### src/rtl/clk_div_ctrl.sv
// clk_div_ctrl: runtime-programmable clock divider with period-aligned ratio changes
// and clean start/stop on en.
module clk_div_ctrl #(
   parameter int WIDTH       = 8,
   parameter int DEFAULT_DIV = 4
) (
   input  logic             clk_in,
   input  logic             rst,
   input  logic             en,
   input  logic             cfg_valid,
   input  logic [WIDTH-1:0] cfg_div,
   output logic             cfg_ready,
   output logic             cfg_err,
   output logic             clk_out,
   output logic             tick,
   output logic [WIDTH-1:0] cur_div
);
   typedef enum logic [1:0] {IDLE, RUN, PEND} state_t;
   localparam logic [WIDTH-1:0] DEF = WIDTH'(DEFAULT_DIV);
   state_t           state_q, state_d;
   logic [WIDTH-1:0] cnt_q, cnt_d, cur_div_q, cur_div_d, pend_q, pend_d;
   logic             clk_out_q, clk_out_d, tick_q, tick_d, cfg_err_q, cfg_err_d;
   logic             xfer, take, bnd;
   assign cfg_ready = !rst && state_q != PEND;
   assign xfer      = cfg_valid && cfg_ready;
   assign take      = xfer && cfg_div >= WIDTH'(2);
   assign bnd       = state_q != IDLE && cnt_q == cur_div_q - WIDTH'(1);
   assign clk_out   = clk_out_q;
   assign tick      = tick_q;
   assign cfg_err   = cfg_err_q;
   assign cur_div   = cur_div_q;
   always_comb begin
      state_d   = state_q;
      cnt_d     = cnt_q;
      cur_div_d = cur_div_q;
      pend_d    = pend_q;
      cfg_err_d = xfer && !take;
      if (state_q == IDLE) begin
         cnt_d = '0;
         if (take) cur_div_d = cfg_div;
         if (en) state_d = RUN;
      end else if (bnd) begin
         cnt_d = '0;
         if (state_q == PEND) cur_div_d = pend_q;
         if (take) pend_d = cfg_div;
         // stopping at this boundary: a ratio taken now applies directly, as in IDLE
         if (!en) begin
            state_d = IDLE;
            if (take) cur_div_d = cfg_div;
         end else begin
            state_d = take ? PEND : RUN;
         end
      end else begin
         cnt_d = cnt_q + WIDTH'(1);
         if (take) begin
            state_d = PEND;
            pend_d  = cfg_div;
         end
      end
      // outputs are registered from next-state so they line up with cnt_q
      clk_out_d = state_d != IDLE && cnt_d < (cur_div_d >> 1);
      tick_d    = state_d != IDLE && cnt_d == '0;
   end
   always_ff @(posedge clk_in) begin
      if (rst) begin
         state_q   <= IDLE;
         cnt_q     <= '0;
         cur_div_q <= DEF;
         pend_q    <= '0;
         clk_out_q <= 1'b0;
         tick_q    <= 1'b0;
         cfg_err_q <= 1'b0;
      end else begin
         state_q   <= state_d;
         cnt_q     <= cnt_d;
         cur_div_q <= cur_div_d;
         pend_q    <= pend_d;
         clk_out_q <= clk_out_d;
         tick_q    <= tick_d;
         cfg_err_q <= cfg_err_d;
      end
   end
endmodule

### config.mk
export PLATFORM = sky130hd
export DESIGN_NAME = clk_div_ctrl
export DESIGN_NICKNAME = d
export VERILOG_FILES = /design/src/rtl/clk_div_ctrl.sv
export SDC_FILE = /design/constraint.sdc
export NUM_CORES = 1
export LEC_CHECK = 0
export CORE_UTILIZATION = 30
export DETAILED_ROUTE_END_ITERATION = 8
export RECOVER_POWER = 25
export SLEW_MARGIN = 20
export SYNTH_ARGS = -nofsm -noshare
export SYNTH_HDL_FRONTEND = slang
export SYNTH_SLANG_ARGS = --single-unit
### constraint.sdc
create_clock -name clk_in -period 8.3 [get_ports clk_in]
set_input_delay 0.83 -clock clk_in [delete_from_list [all_inputs] [get_ports clk_in]]
set_output_delay 0.83 -clock clk_in [all_outputs]
set_load 0.02 [all_outputs]
==> run summary, run 1 <==
status: completed
Comb power frac: 0.224
final setup fails: 0
critical path class: flop to flop
sequential share of power: 0.423
setup TNS: 0 ns
later-pin clock latency in the skew report: 0.29 ns
PortBufs: 23
pwr dens: 167 nW/µm²
Hold Buf Count CTS: 0
num rows: 28
relative slew slack: 0.442
Yosys cell types: 49
DR WL/cell: 15.1 µm
nets@finish: 278
vias in the first global route: 1,701
Via-to-Cell Ratio: 5.43
worst reg2reg path startpoint: cur_div[0]
syn_area_per_cell: 7.71 µm²
prevailing post-synth register cell: dfxtp_1
CP max FO: 13
register area share after synthesis: 0.312
H-Tree Level Count: 2
Crit. Startpoint: cur_div[0]
Reg-to-Reg End: clk_out
gr usage total: 0.172
Initial Utilization: 0.312
DP Wirelength: 3710 µm
Worst setup endpoint: clk_out
Mapped Cells: 241
clk sinks: 29
Worst Hold Class: flop to flop
largest net degree at the start of global routing: 24
CP max-delay cell: or4_1
CP max stage delay: 0.49 ns
R2R Setup Slk: 3.74 ns
CP Data Arrival Time: 4.76 ns
synth warn: 0
share of post-route cells with drive strength above 1: 0.0618
core area: 5960 µm²
first-iteration detailed-routing DRC count: 89
Post-synth EDFFs: 0
Root Driver: clkbuf_8
commonest non-fill, non-tap cells in the layout: nor2_1, dfxtp_1, nand2_1
Synth Cell Area: 1860 µm²
Final Slew Violations: 0
CTS clock-pin slew for the worst setup and hold paths: 0.07 ns
WP depth: 16
Final period util: 0.550
Fmax: 0.219 GHz
CTS buffer count: 5
final wirelength: 5050 µm
Buf/Inv on CP: 1
Clock Skews: 0.0102 ns
grt total ovfl: 0
cell chain of the critical path: inv_1 > ha_1 > or3b_1 > or4_1 > a211oi_2 > o2111ai_2 > a211o_1 > nor2b_1 > a211o_1 > ha_1 > a211oi_1 > nand2_1 > nor2_1 > o41a_1 > o31ai_1 > a2111oi_2
Req. time, crit path: 8.49 ns
Net Sw Frac: 0.312
MaxCap Viol Count: 0
full die area: 6520 µm²
CP Launch Type: flop
post-layout min period: 4.56 ns
ys async rst share: 0
# IOs: 24
CTS max path bufs: 2
synthesis-to-finish area growth: 20.3%
endpoint class of the critical path: flop
Yosys reg bits: 29
TritonCTS clock tree: done
die width: 80.7 µm
VDD IR max: 0.0818 mV
GPL Wtd Cong: 0.928
Die Height: 80.7 µm
initial antenna violation count: 0
Clock power frac: 0.353
Post-DRT Antenna Nets: 0
ant diodes: 0
Placed Area: 2140 µm²
most common cell after layout, fill and taps aside: nor2_1
Net Switching: 117 µW
syn_nets: 261
internal power: 258 µW
DR pass1 iterations: 4
Final Hold Viols: 0
post-route cell area: 2240 µm²
slew at the pin closest to its max-slew limit: 0.834 ns
RSZ-0062 raised after global routing: false
leak pwr: 0.805 nW
Top Family by Delay on Critical Path: compound AO/OA/AOI/OAI gates
first-pass GRT wire length: 8480 µm
# DRC: 0
Fillers: 659
via count: 1,812
# resized after CTS: 0
FF-to-FF path depth: 16
Setup Fix Bufs, Post-CTS: 0
worst min path at each step:
stage / start / end / slack, ns / depth (start not counted)
CTS: pend_q[5] / pend_q[5] / 0.46 / 2
floorplan: pend_q[2] / pend_q[2] / 0.43 / 2
detailed placement: pend_q[5] / pend_q[5] / 0.45 / 2
global placement: pend_q[5] / pend_q[5] / 0.45 / 2
global route: pend_q[5] / pend_q[5] / 0.48 / 2
finish: pend_q[5] / pend_q[5] / 0.46 / 2
worst register-to-register path, stage by stage, from the launching register on:
cell	delay, ns
dfxtp_1	0.39
inv_1	0.09
ha_1	0.20
or3b_1	0.38
or4_1	0.49
a211oi_2	0.28
o2111ai_2	0.41
a211o_1	0.49
nor2b_1	0.17
a211o_1	0.28
ha_1	0.29
a211oi_1	0.23
nand2_1	0.09
nor2_1	0.09
o41a_1	0.15
o31ai_1	0.08
a2111oi_2	0.35
cell families after synthesis:
family                     count (synthesis)  share of synthesized area
buffers and inverters                     20                     0.0417
AOI/OAI and AO/OA                         53                      0.208
muxes                                      6                     0.0330
DFF                                       29                      0.312
xor gates and xnor gates                  14                     0.0660
adders and majority gates                  8                     0.0538
and+or+nand+nor                          111                      0.285
power by group through the flow:
stage	Clock (mW)	Combinational [mW]	Sequential, mW
after floorplan	0	0.0547	0.161
after global placement	0	0.0839	0.162
after CTS	0.133	0.0852	0.158
after global routing	0.142	0.0931	0.160
final	0.132	0.0840	0.158
after detailed placement	0	0.0849	0.161
registers in the layout, indices dropped and copies added, names as in the netlist:
signal	cells
tick	1
cfg_err	1
state_q	2
pend_q	8
clk_out	1
cnt_q	8
cur_div	8
cell type report:
type / count / area [µm²] / share of cell area
Multi-Input combinational cell: 192 / 1200 / 0.537
Timing Repair Buffer: 24 / 238 / 0.106
Sequential cell: 29 / 581 / 0.260
Clock buffer: 7 / 96.3 / 0.0431
Clock inverter: 1 / 5.00 / 0.00224
Inverter: 6 / 22.5 / 0.0101
Tap cell: 75 / 93.8 / 0.0419
synth_stat cells, types with 2 or more instances:
cell / n / share of area
mux2i_1: 5 / 0.027
nor2b_1: 6 / 0.020
nand4b_1: 2 / 0.0094
or4_1: 2 / 0.0081
xnor2_1: 9 / 0.042
nand3_1: 15 / 0.040
dfxtp_1: 29 / 0.31
a211o_1: 3 / 0.014
clkbuf_1: 12 / 0.024
nand2_1: 25 / 0.050
or3_1: 2 / 0.0067
nor4_1: 3 / 0.010
nand2b_1: 5 / 0.017
xor2_1: 5 / 0.024
o21ai_0: 6 / 0.016
a221oi_1: 4 / 0.019
o31ai_1: 2 / 0.0081
a211oi_1: 2 / 0.0081
nor3_1: 7 / 0.019
o21a_1: 2 / 0.0081
o22ai_1: 2 / 0.0067
a31oi_1: 3 / 0.010
nand4_1: 3 / 0.010
buf_2: 2 / 0.0054
ha_1: 8 / 0.054
a21oi_1: 15 / 0.040
inv_1: 6 / 0.012
nor2_1: 35 / 0.071
per-stage QoR:
step | setup WS, ns | util | instances | total power [mW] | hold slack [ns]
2_1_floorplan | 4.29 | - | 241 | 0.215 | 0.432
3_3_place_gp | 3.64 | 0.359 | 326 | 0.246 | 0.449
3_5_place_dp | 3.55 | 0.359 | 326 | 0.246 | 0.453
4_1_cts | 3.72 | 0.376 | 334 | 0.376 | 0.462
5_1_grt | 3.45 | 0.376 | 334 | 0.394 | 0.483
6_report | 3.74 | 0.376 | 334 | 0.374 | 0.459
layer usage:
| metal | routed length (µm) | vias to the layer above | GRT usage |
|---|---|---|---|
| met3 | 401 | 8 | 0.0284 |
| met4 | 93 | 0 | 0.0696 |
| li1 | - | 903 | - |
| met2 | 2200 | 85 | 0.256 |
| met1 | 2350 | 816 | 0.243 |
| met5 | 0 | - | 0 |
(Power assumes the default switching activity.)
==> run 2: changes to the inputs <==
Clock period 8.3 ns to 4.6 ns, I/O delays scaled along.
==> run 2 against run 1 <==
Final cell count grew 0.90%. Hold slack better by 0.0010 ns. Clock skew decreased by 0.0040 ns. Global-route usage increased by 0.071 points. Sequential power is 79% higher. Highest routed layer unchanged. Critical endpoint unchanged.
==> run summary, run 2 (synthesis gave the netlist of run 1 again) <==
status: completed
TritonCTS clock tree: done
post-layout min period: 4.23 ns
GPL Wtd Cong: 0.874
die width: 80.7 µm
post-route total power: 654 µW
clk sinks: 29
Final Slew Violations: 0
PortBufs: 23
core area: 5960 µm²
Reg-to-Reg End: clk_out
Fmax: 0.236 GHz
CP Data Arrival Time: 4.40 ns
Final Util: 0.378
Setup Fix Bufs, Post-CTS: 0
hold path endpoint: pend_q[2]
critical path class: flop to flop
Final Hold Viols: 0
commonest non-fill, non-tap cells in the layout: nor2_1, dfxtp_1, nand2_1
final setup margin: 0.368 ns
R2R Setup Slk: 0.37 ns
MaxCap Viol Count: 0
worst reg2reg path startpoint: cur_div[0]
pre-CTS WS: 0.411 ns
post-route cell area: 2250 µm²
Hold Path Depth: 2
Req. time, crit path: 4.77 ns
setup TNS: 0 ns
ant diodes: 0
Via-to-Cell Ratio: 5.52
CP max-delay cell: or4_1
CTS clock-pin slew for the worst setup and hold paths: 0.06 ns
VDD IR max: 0.150 mV
DR WL/cell: 15.3 µm
# resized after CTS: 0
initial antenna violation count: 0
# IOs: 24
Root Driver: clkbuf_8
Register Area: 581 µm²
largest net degree at the start of global routing: 23
gr usage total: 0.172
area of the multi-input gates: 1200 µm²
share of post-route cells with drive strength above 1: 0.0687
via count: 1,861
pwr dens: 291 nW/µm²
RSZ-0062 raised after global routing: false
CP max stage delay: 0.50 ns
CTS buffer count: 5
CP max FO: 7
DP Wirelength: 3880 µm
full die area: 6520 µm²
Worst Hold Class: flop to flop
H-Tree Level Count: 2
synthesis-to-finish area growth: 21.1%
first-iteration detailed-routing DRC count: 160
leak pwr: 0.809 nW
final wirelength: 5150 µm
Initial Utilization: 0.312
Hold Buf Count CTS: 0
most common cell after layout, fill and taps aside: nor2_1
DR pass1 iterations: 4
Post-DRT Antenna Nets: 0
Clock Skews: 0.00621 ns
vias in the first global route: 1,743
Fillers: 641
Placed Area: 2170 µm²
final setup fails: 0
# DRC: 0
CP Launch Type: flop
Die Height: 80.7 µm
num rows: 28
min-delay src: pend_q[2]
Final period util: 0.920
nets@finish: 282
later-pin clock latency in the skew report: 0.28 ns
cell chain of the critical path: inv_1 > ha_1 > or3b_1 > or4_1 > a211oi_2 > o2111ai_2 > a211o_1 > nor2b_1 > a211o_1 > ha_1 > a211oi_1 > nand2_1 > nor2_1 > o41a_1 > o31ai_1 > a2111oi_2
grt total ovfl: 0
first-pass GRT wire length: 8530 µm
endpoint class of the critical path: flop
slew at the pin closest to its max-slew limit: 0.646 ns
CTS max path bufs: 2
FF-to-FF path depth: 16
relative slew slack: 0.564
run 2: changes by cell type in the layout (fill, tap and decap cells not counted), sizes merged:
cell | before | now
buf | 1 | 5
clkinv | 1 | 0
run 2: worst max-delay path: cells and delay by family (launching register included):
| family | cells | cell delay (ns) |
|---|---|---|
| AOI/OAI and AO/OA | 8 | 1.96 |
| adders and majority gates | 2 | 0.49 |
| buffers and inverters | 1 | 0.08 |
| DFF | 1 | 0.37 |
| and+or+nand+nor | 5 | 1.23 |
run 2: cell type report:
cell class | instances | area share
Multi-Input combinational cell | 192 | 0.533
Tap cell | 75 | 0.0417
Inverter | 6 | 0.0100
Timing Repair Buffer | 28 | 0.119
Sequential cell | 29 | 0.258
Clock buffer | 7 | 0.0383
run 2: how the worst max path moves through the flow:
stage | startpoint | endpoint | slack [ns] | cells past startpoint
global placement | cur_div[0] | clk_out | 0.52 | 16
detailed placement | cur_div[0] | clk_out | 0.41 | 16
CTS | cur_div[0] | clk_out | 0.37 | 16
finish | cur_div[0] | clk_out | 0.37 | 16
global route | cur_div[0] | clk_out | 0.04 | 16
floorplan | cur_div[0] | clk_out | 0.59 | 16
run 2: per-stage QoR:
stage / cells / hold slack [ns]
global placement: 330 / 0.444
global route: 337 / 0.488
detailed placement: 330 / 0.452
floorplan: 241 / 0.432
CTS: 337 / 0.460
finish: 337 / 0.460
run 2: report_power, final:
group          switching [mW]  internal [mW]  total [mW]
combinational          0.0915         0.0671       0.159
clock                  0.0945          0.118       0.213
sequential             0.0190          0.264       0.283
total                   0.205          0.449       0.654
run 2: metal layers:
metal / up-vias / share of wire / GRT usage
li1: 909 / - / -
met1: 872 / 0.48 / 0.237
met2: 70 / 0.45 / 0.261
met3: 10 / 0.049 / 0.0318
met4: 0 / 0.017 / 0.0750
met5: - / 0 / 0
